File: config.mk
export PLATFORM = sky130hd
export DESIGN_NAME = sync_debounce
export DESIGN_NICKNAME = d
export VERILOG_FILES = /design/src/rtl/sync_debounce.sv
export SDC_FILE = /design/constraint.sdc
export NUM_CORES = 1
export LEC_CHECK = 0
export BUFFER_PORTS_ARGS = -buffer_cell sky130_fd_sc_hd__buf_2
export CORE_UTILIZATION = 61
export CTS_BUF_LIST = sky130_fd_sc_hd__clkbuf_4 sky130_fd_sc_hd__clkbuf_8
export DETAILED_ROUTE_END_ITERATION = 6
export PLACE_DENSITY = 0.95
export SETUP_SLACK_MARGIN = 0.15
export SLEW_MARGIN = 40
export SYNTH_ARGS = -nofsm -noshare
export SYNTH_HDL_FRONTEND = slang
export SYNTH_SLANG_ARGS = --single-unit
File: constraint.sdc
create_clock -name clk_i -period 3.6 [get_ports clk_i]
set_clock_uncertainty 0.05 [all_clocks]
set_input_delay 0.36 -clock clk_i [delete_from_list [all_inputs] [get_ports clk_i]]
set_output_delay 0.36 -clock clk_i [all_outputs]
set_load 0.03 [all_outputs]
File: src/rtl/sync_debounce.sv
// sync_debounce: multi-channel pin conditioner. Each channel passes through a
// flop-chain synchroniser followed by a consecutive-cycle debounce filter, and
// produces raw synced level, debounced level and one-cycle rise/fall pulses.
`timescale 1ns/1ps

module sync_debounce #(
   parameter int   WIDTH           = 4,
   parameter int   STAGES          = 2,
   parameter int   DEBOUNCE_CYCLES = 4,
   parameter logic RESET_VAL       = 1'b0
) (
   input  logic             clk_i,
   input  logic             rst_i,
   input  logic [WIDTH-1:0] in_async_i,
   output logic [WIDTH-1:0] out_sync_o,
   output logic [WIDTH-1:0] out_stable_o,
   output logic [WIDTH-1:0] rise_o,
   output logic [WIDTH-1:0] fall_o
);

   localparam int CW = $clog2(DEBOUNCE_CYCLES + 1);
   // Count value on which the pending level is accepted as stable.
   localparam logic [CW-1:0] CNT_LAST = CW'(DEBOUNCE_CYCLES - 1);

   (* ASYNC_REG = "TRUE" *) logic [WIDTH-1:0] sync_q [STAGES];
   logic [CW-1:0] cnt [WIDTH];

   assign out_sync_o = sync_q[STAGES-1];

   // Synchroniser chain: stage 0 samples the pins, later stages are pure shifts.
   always_ff @(posedge clk_i) begin
      if (rst_i) begin
         for (int s = 0; s < STAGES; s++) begin
            sync_q[s] <= {WIDTH{RESET_VAL}};
         end
      end else begin
         sync_q[0] <= in_async_i;
         for (int s = 1; s < STAGES; s++) begin
            sync_q[s] <= sync_q[s-1];
         end
      end
   end

   // Per-channel debounce: count consecutive cycles of disagreement, accept the
   // synced level on the last one and fire the matching edge pulse alongside it.
   always_ff @(posedge clk_i) begin
      if (rst_i) begin
         for (int i = 0; i < WIDTH; i++) begin
            cnt[i] <= '0;
         end
         out_stable_o <= {WIDTH{RESET_VAL}};
         rise_o       <= '0;
         fall_o       <= '0;
      end else begin
         rise_o <= '0;
         fall_o <= '0;
         for (int i = 0; i < WIDTH; i++) begin
            if (out_sync_o[i] == out_stable_o[i]) begin
               cnt[i] <= '0;
            end else if (cnt[i] == CNT_LAST) begin
               out_stable_o[i] <= out_sync_o[i];
               cnt[i]          <= '0;
               rise_o[i]       <= out_sync_o[i];
               fall_o[i]       <= ~out_sync_o[i];
            end else begin
               cnt[i] <= cnt[i] + CW'(1);
            end
         end
      end
   end

endmodule

Word-level counts from Yosys, hierarchy flattened:

Memory sizes are Yosys's and may differ from the RTL's.
Cells that the tools add are included.

* magnitude comparators: 0
* shifts and indexed selects: 0
* add/subtract/negate cells: 4
* equality and inequality tests: 8
* reductions and logical operators: 8
* bitwise operators: 26
* multiply operators: 0
* muxes and demuxes: 61
* divide/modulo/power cells: 0

Operator list (count)
* $mux W1: 47
* $mux W3: 12
* $or A1 B1 Y1: 14
* $add A3 B1 Y3 const B: 4
* $eq A3 B2 Y1 const B: 4
* $not A1 Y1: 12
* $reduce_or A3 Y1: 4
* $mux W4: 2
* $reduce_and A2 Y1: 4
* $eq A1 B1 Y1: 4

* memories: 2
* register bits: 12
* word-level logic and storage cells: 121
* bits in latches: 0
* RAM bits: 20
* memory bits (read-only): 0

Memory list
* cnt: words 4, width 3, rd ports 4, clocked after Yosys merged registers in 0, wr ports 4, line 26 `logic [CW-1:0] cnt [WIDTH];`
* sync_q: words 2, width 4, rd ports 2, clocked after Yosys merged registers in 0, wr ports 2, line 25 `(* ASYNC_REG = "TRUE" *) logic [WIDTH-1:0] sync_q [STAGES];`

Logic depth before layout (Yosys ltp):

* depth after elaboration: 7
* depth in mapped cells: 4

Worst setup path before layout:

Ideal clock, no wire load.

* kind: reg-to-reg
* start point: memory cnt[2][0] (netlist name)
* end point: memory cnt[2][2] (netlist name), data pin
* cell stages (with the launch flop): 4
* library setup time: 0.176 ns
* period minus slack after synthesis: 1.285 ns
* slack: 2.315 ns
* data arrival time: 1.059 ns
* cell sequence: edfxtp_1 > ha_1 > ha_1 > nor4_1

RTL lines (line)
* start: declaration: 26

==> flow_metrics.env <==
export IMPL_clock_latency_ns=0.32
export IMPL_cp_start_kind="flip-flop"
export IMPL_ys_types=16
export IMPL_r2r_cells=3
export IMPL_p_leak_uw=0.000637
export IMPL_drt_first_pass_iters=4
export IMPL_grt_max_degree=33
export IMPL_clk_pin_slew_ns=0.09
export IMPL_vias_per_cell=4.85
export IMPL_coreArea_um2=1980
export IMPL_grtUsageTotal_pct=17.1
export IMPL_slowest_stage="edfxtp_1"
export IMPL_worst_slack_ns=2.11
export IMPL_finalMaxSlewViolations=0
export IMPL_ys_seq_area_share_pct=59.1
export IMPL_syn_inst=92
export IMPL_powerDensity_nw_per_um2=430
export IMPL_htreeDepth=2
export IMPL_rsz0062_at_grt="false"
export IMPL_io_buffer_count=21
export IMPL_drtIter0Drc=8
export IMPL_cts_tree="built"
export IMPL_yosys_area_share_adder_pct=7.78
export IMPL_final_util_pct=74.3
export IMPL_r2r_start="cnt[3][0]$_SDFFCE_PN0P_"
export IMPL_via_count=737
export IMPL_worstSetupEndpointType="flip-flop"
export IMPL_fmax_ghz=0.672
export IMPL_detail_route_antenna_nets=0
export IMPL_io_pins=22
export IMPL_worstMarginPinSlew_ns=0.535
export IMPL_fp_row_count=16
export IMPL_diodes=0
export IMPL_grt_pass1_wl_mm=2.54
export IMPL_grt_overflow_total=0
export IMPL_crit_chain="ha_1, ha_1, nor4_1"
export IMPL_dp_slack_ns=2.13
export IMPL_post_cts_setup_buffer_count=0
export IMPL_syn2layout_area_growth_pct=14.5
export IMPL_slew_headroom_pct=64.3
export IMPL_antenna_found_initial=0
export IMPL_vdd_drop_max_v=0.000334
export IMPL_synth_top_family_by_area="simple AND/OR/NAND/NOR gates"
export IMPL_synth_top_area_share_pct=31.1
export IMPL_muxShareOfSynthArea_pct=3.11
export IMPL_grt_pass1_vias=657
export IMPL_cp_top_family="adder cells"
export IMPL_start_util_pct=64.9
export IMPL_setup_viol=0
export IMPL_cts_root_buffer_cell="clkbuf_4"
export IMPL_routedWlPerCell_um=11.5
export IMPL_ff2ff_setup_slack_ns=2.11
export IMPL_synth_compound_area_share_pct=0
export IMPL_numCtsBuffers=5
export IMPL_routabilityCongestion=0.654
export IMPL_yosysWarnings=0
export IMPL_clockBufferDepth=2
export IMPL_die_h_um=47.9
export IMPL_hp_start="in_async_i[3]"
export IMPL_total_power_uw=634
export IMPL_dieArea_um2=2300
export IMPL_final_hold_viol_count=0
export IMPL_cp_depth=3
export IMPL_worst_setup_path_type="flip-flop to flip-flop"
export IMPL_drc=0
export IMPL_cts_sinks=32
export IMPL_cp_slowest_stage_delay_ns=0.41
export IMPL_endpoint="cnt[3][2]$_SDFFCE_PN0P_"
export IMPL_status="finished clean"
export IMPL_yosys_top_cells_area="dfxtp_1, edfxtp_1, and4bb_2, ha_1, nor4b_2"
export IMPL_nets=138
export IMPL_die_w_um=47.9
export IMPL_syn_cell_area_um2=1290
export IMPL_drive_gt1_share_pct=32.8
export IMPL_synth_xor_xnor_area_share_pct=2.72
export IMPL_crit_required_ns=3.67
export IMPL_max_cap_violations=0
export IMPL_cts_resized_gates=0
export IMPL_ys_seq_elements=32
export IMPL_routed_wl_mm=1.75
export IMPL_synth_area_leader_cell="dfxtp_1"
export IMPL_min_period_ns=1.49
export IMPL_path_max_fanout=2
export IMPL_dpl_hpwl_mm=1.27
export IMPL_cp_num_buf_inv=0
export IMPL_hold_class="input port to flip-flop"
export IMPL_syn_area_per_cell_um2=14.0
export IMPL_timing_rr_end="cnt[3][2]$_SDFFCE_PN0P_"
export IMPL_setup_tns_ns=0
export IMPL_cp_arrival_ns=1.56
export IMPL_fin_crit_sh_pct=41.3
export IMPL_synth_simple_area_share_pct=21.6
export IMPL_crit_path_frequent_cell="ha_1"
export IMPL_startpoint="cnt[3][0]$_SDFFCE_PN0P_"
export IMPL_hold_buffers=0
## flip-flops by register name, summed over array words and instances, names as in the netlist
register      cells
fall_o            4
cnt              12
sync_q            8
rise_o            4
out_stable_o      4
## where the power goes
group | total (uW) | leakage [uW] | internal (uW) | switching, uW
logic | 36.7 | 0.000313 | 15.1 | 21.5
clock network | 206 | 0.0000368 | 100 | 105
registers | 391 | 0.000287 | 386 | 5.52
total | 634 | 0.000637 | 501 | 132
## cell usage after synthesis
cell / count
buf_6: 1
mux2i_1: 4
nor2b_1: 6
nor4b_2: 4
nor2_1: 4
and4bb_2: 8
dfxtp_1: 20
inv_1: 4
and2b_1: 2
edfxtp_1: 12
nor4_1: 8
buf_4: 5
clkbuf_2: 1
xnor2_1: 4
ha_1: 8
conb_1: 1
## cell type report
cell class / instances / area [um2]
Clock buffer: 8 / 60.1
Fill cell: 138 / 509
Inverter: 4 / 15.0
Multi-Input combinational cell: 60 / 498
Sequential cell: 32 / 761
Tap cell: 27 / 33.8
Timing Repair Buffer: 21 / 105
## metal layers
layer  wire length [um]  vias to the layer above  track usage [%]
li1                   -                      379                -
met1                763                      336             16.8
met2                890                       18             30.0
met3                 71                        4             6.79
met4                 26                        0             10.0
met5                  0                        -                0
## worst min path at each step
| stage | endpoint | slack (ns) | cells after the start |
|---|---|---|---|
| after CTS | sync_q[0][3]$_SDFF_PP0_ | 0.20 | 2 |
| after detailed placement | sync_q[0][7]$_SDFF_PP0_ | 0.37 | 1 |
| final | sync_q[0][3]$_SDFF_PP0_ | 0.21 | 2 |
| after floorplan | sync_q[0][7]$_SDFF_PP0_ | 0.36 | 1 |
| after global placement | sync_q[0][7]$_SDFF_PP0_ | 0.36 | 1 |
| after global routing | sync_q[0][1]$_SDFF_PP0_ | 0.20 | 2 |
## per-stage QoR
stage,instances,area (um2),hold WS [ns]
floorplan,103,1330,0.361
global route,152,1470,0.202
finish,152,1470,0.211
CTS,152,1470,0.205
global placement,144,1410,0.363
detailed placement,144,1410,0.370
## layout by cell type, fill, tap and decap left out, drive strengths merged
master and instances:
conb 12, mux2i 4, nor2 4, and2b 2
nor2b 6, edfxtp 12, inv 4, nor4b 4
ha 8, xnor2 4, buf 21, and4bb 8
dfxtp 20, clkbuf 8, nor4 8
## cell families (layout without fill, tap and decap cells)
logic type | count (synthesis) | in the layout
flip-flops | 32 | 32
other | 1 | 12
multiplexers | 4 | 4
adder cells (fa/ha/maj) | 8 | 8
buffers and inverters | 11 | 33
XOR/XNOR | 4 | 4
AND/OR/NAND/NOR | 32 | 32
No activity file was read; power rests on OpenSTA's default activity.
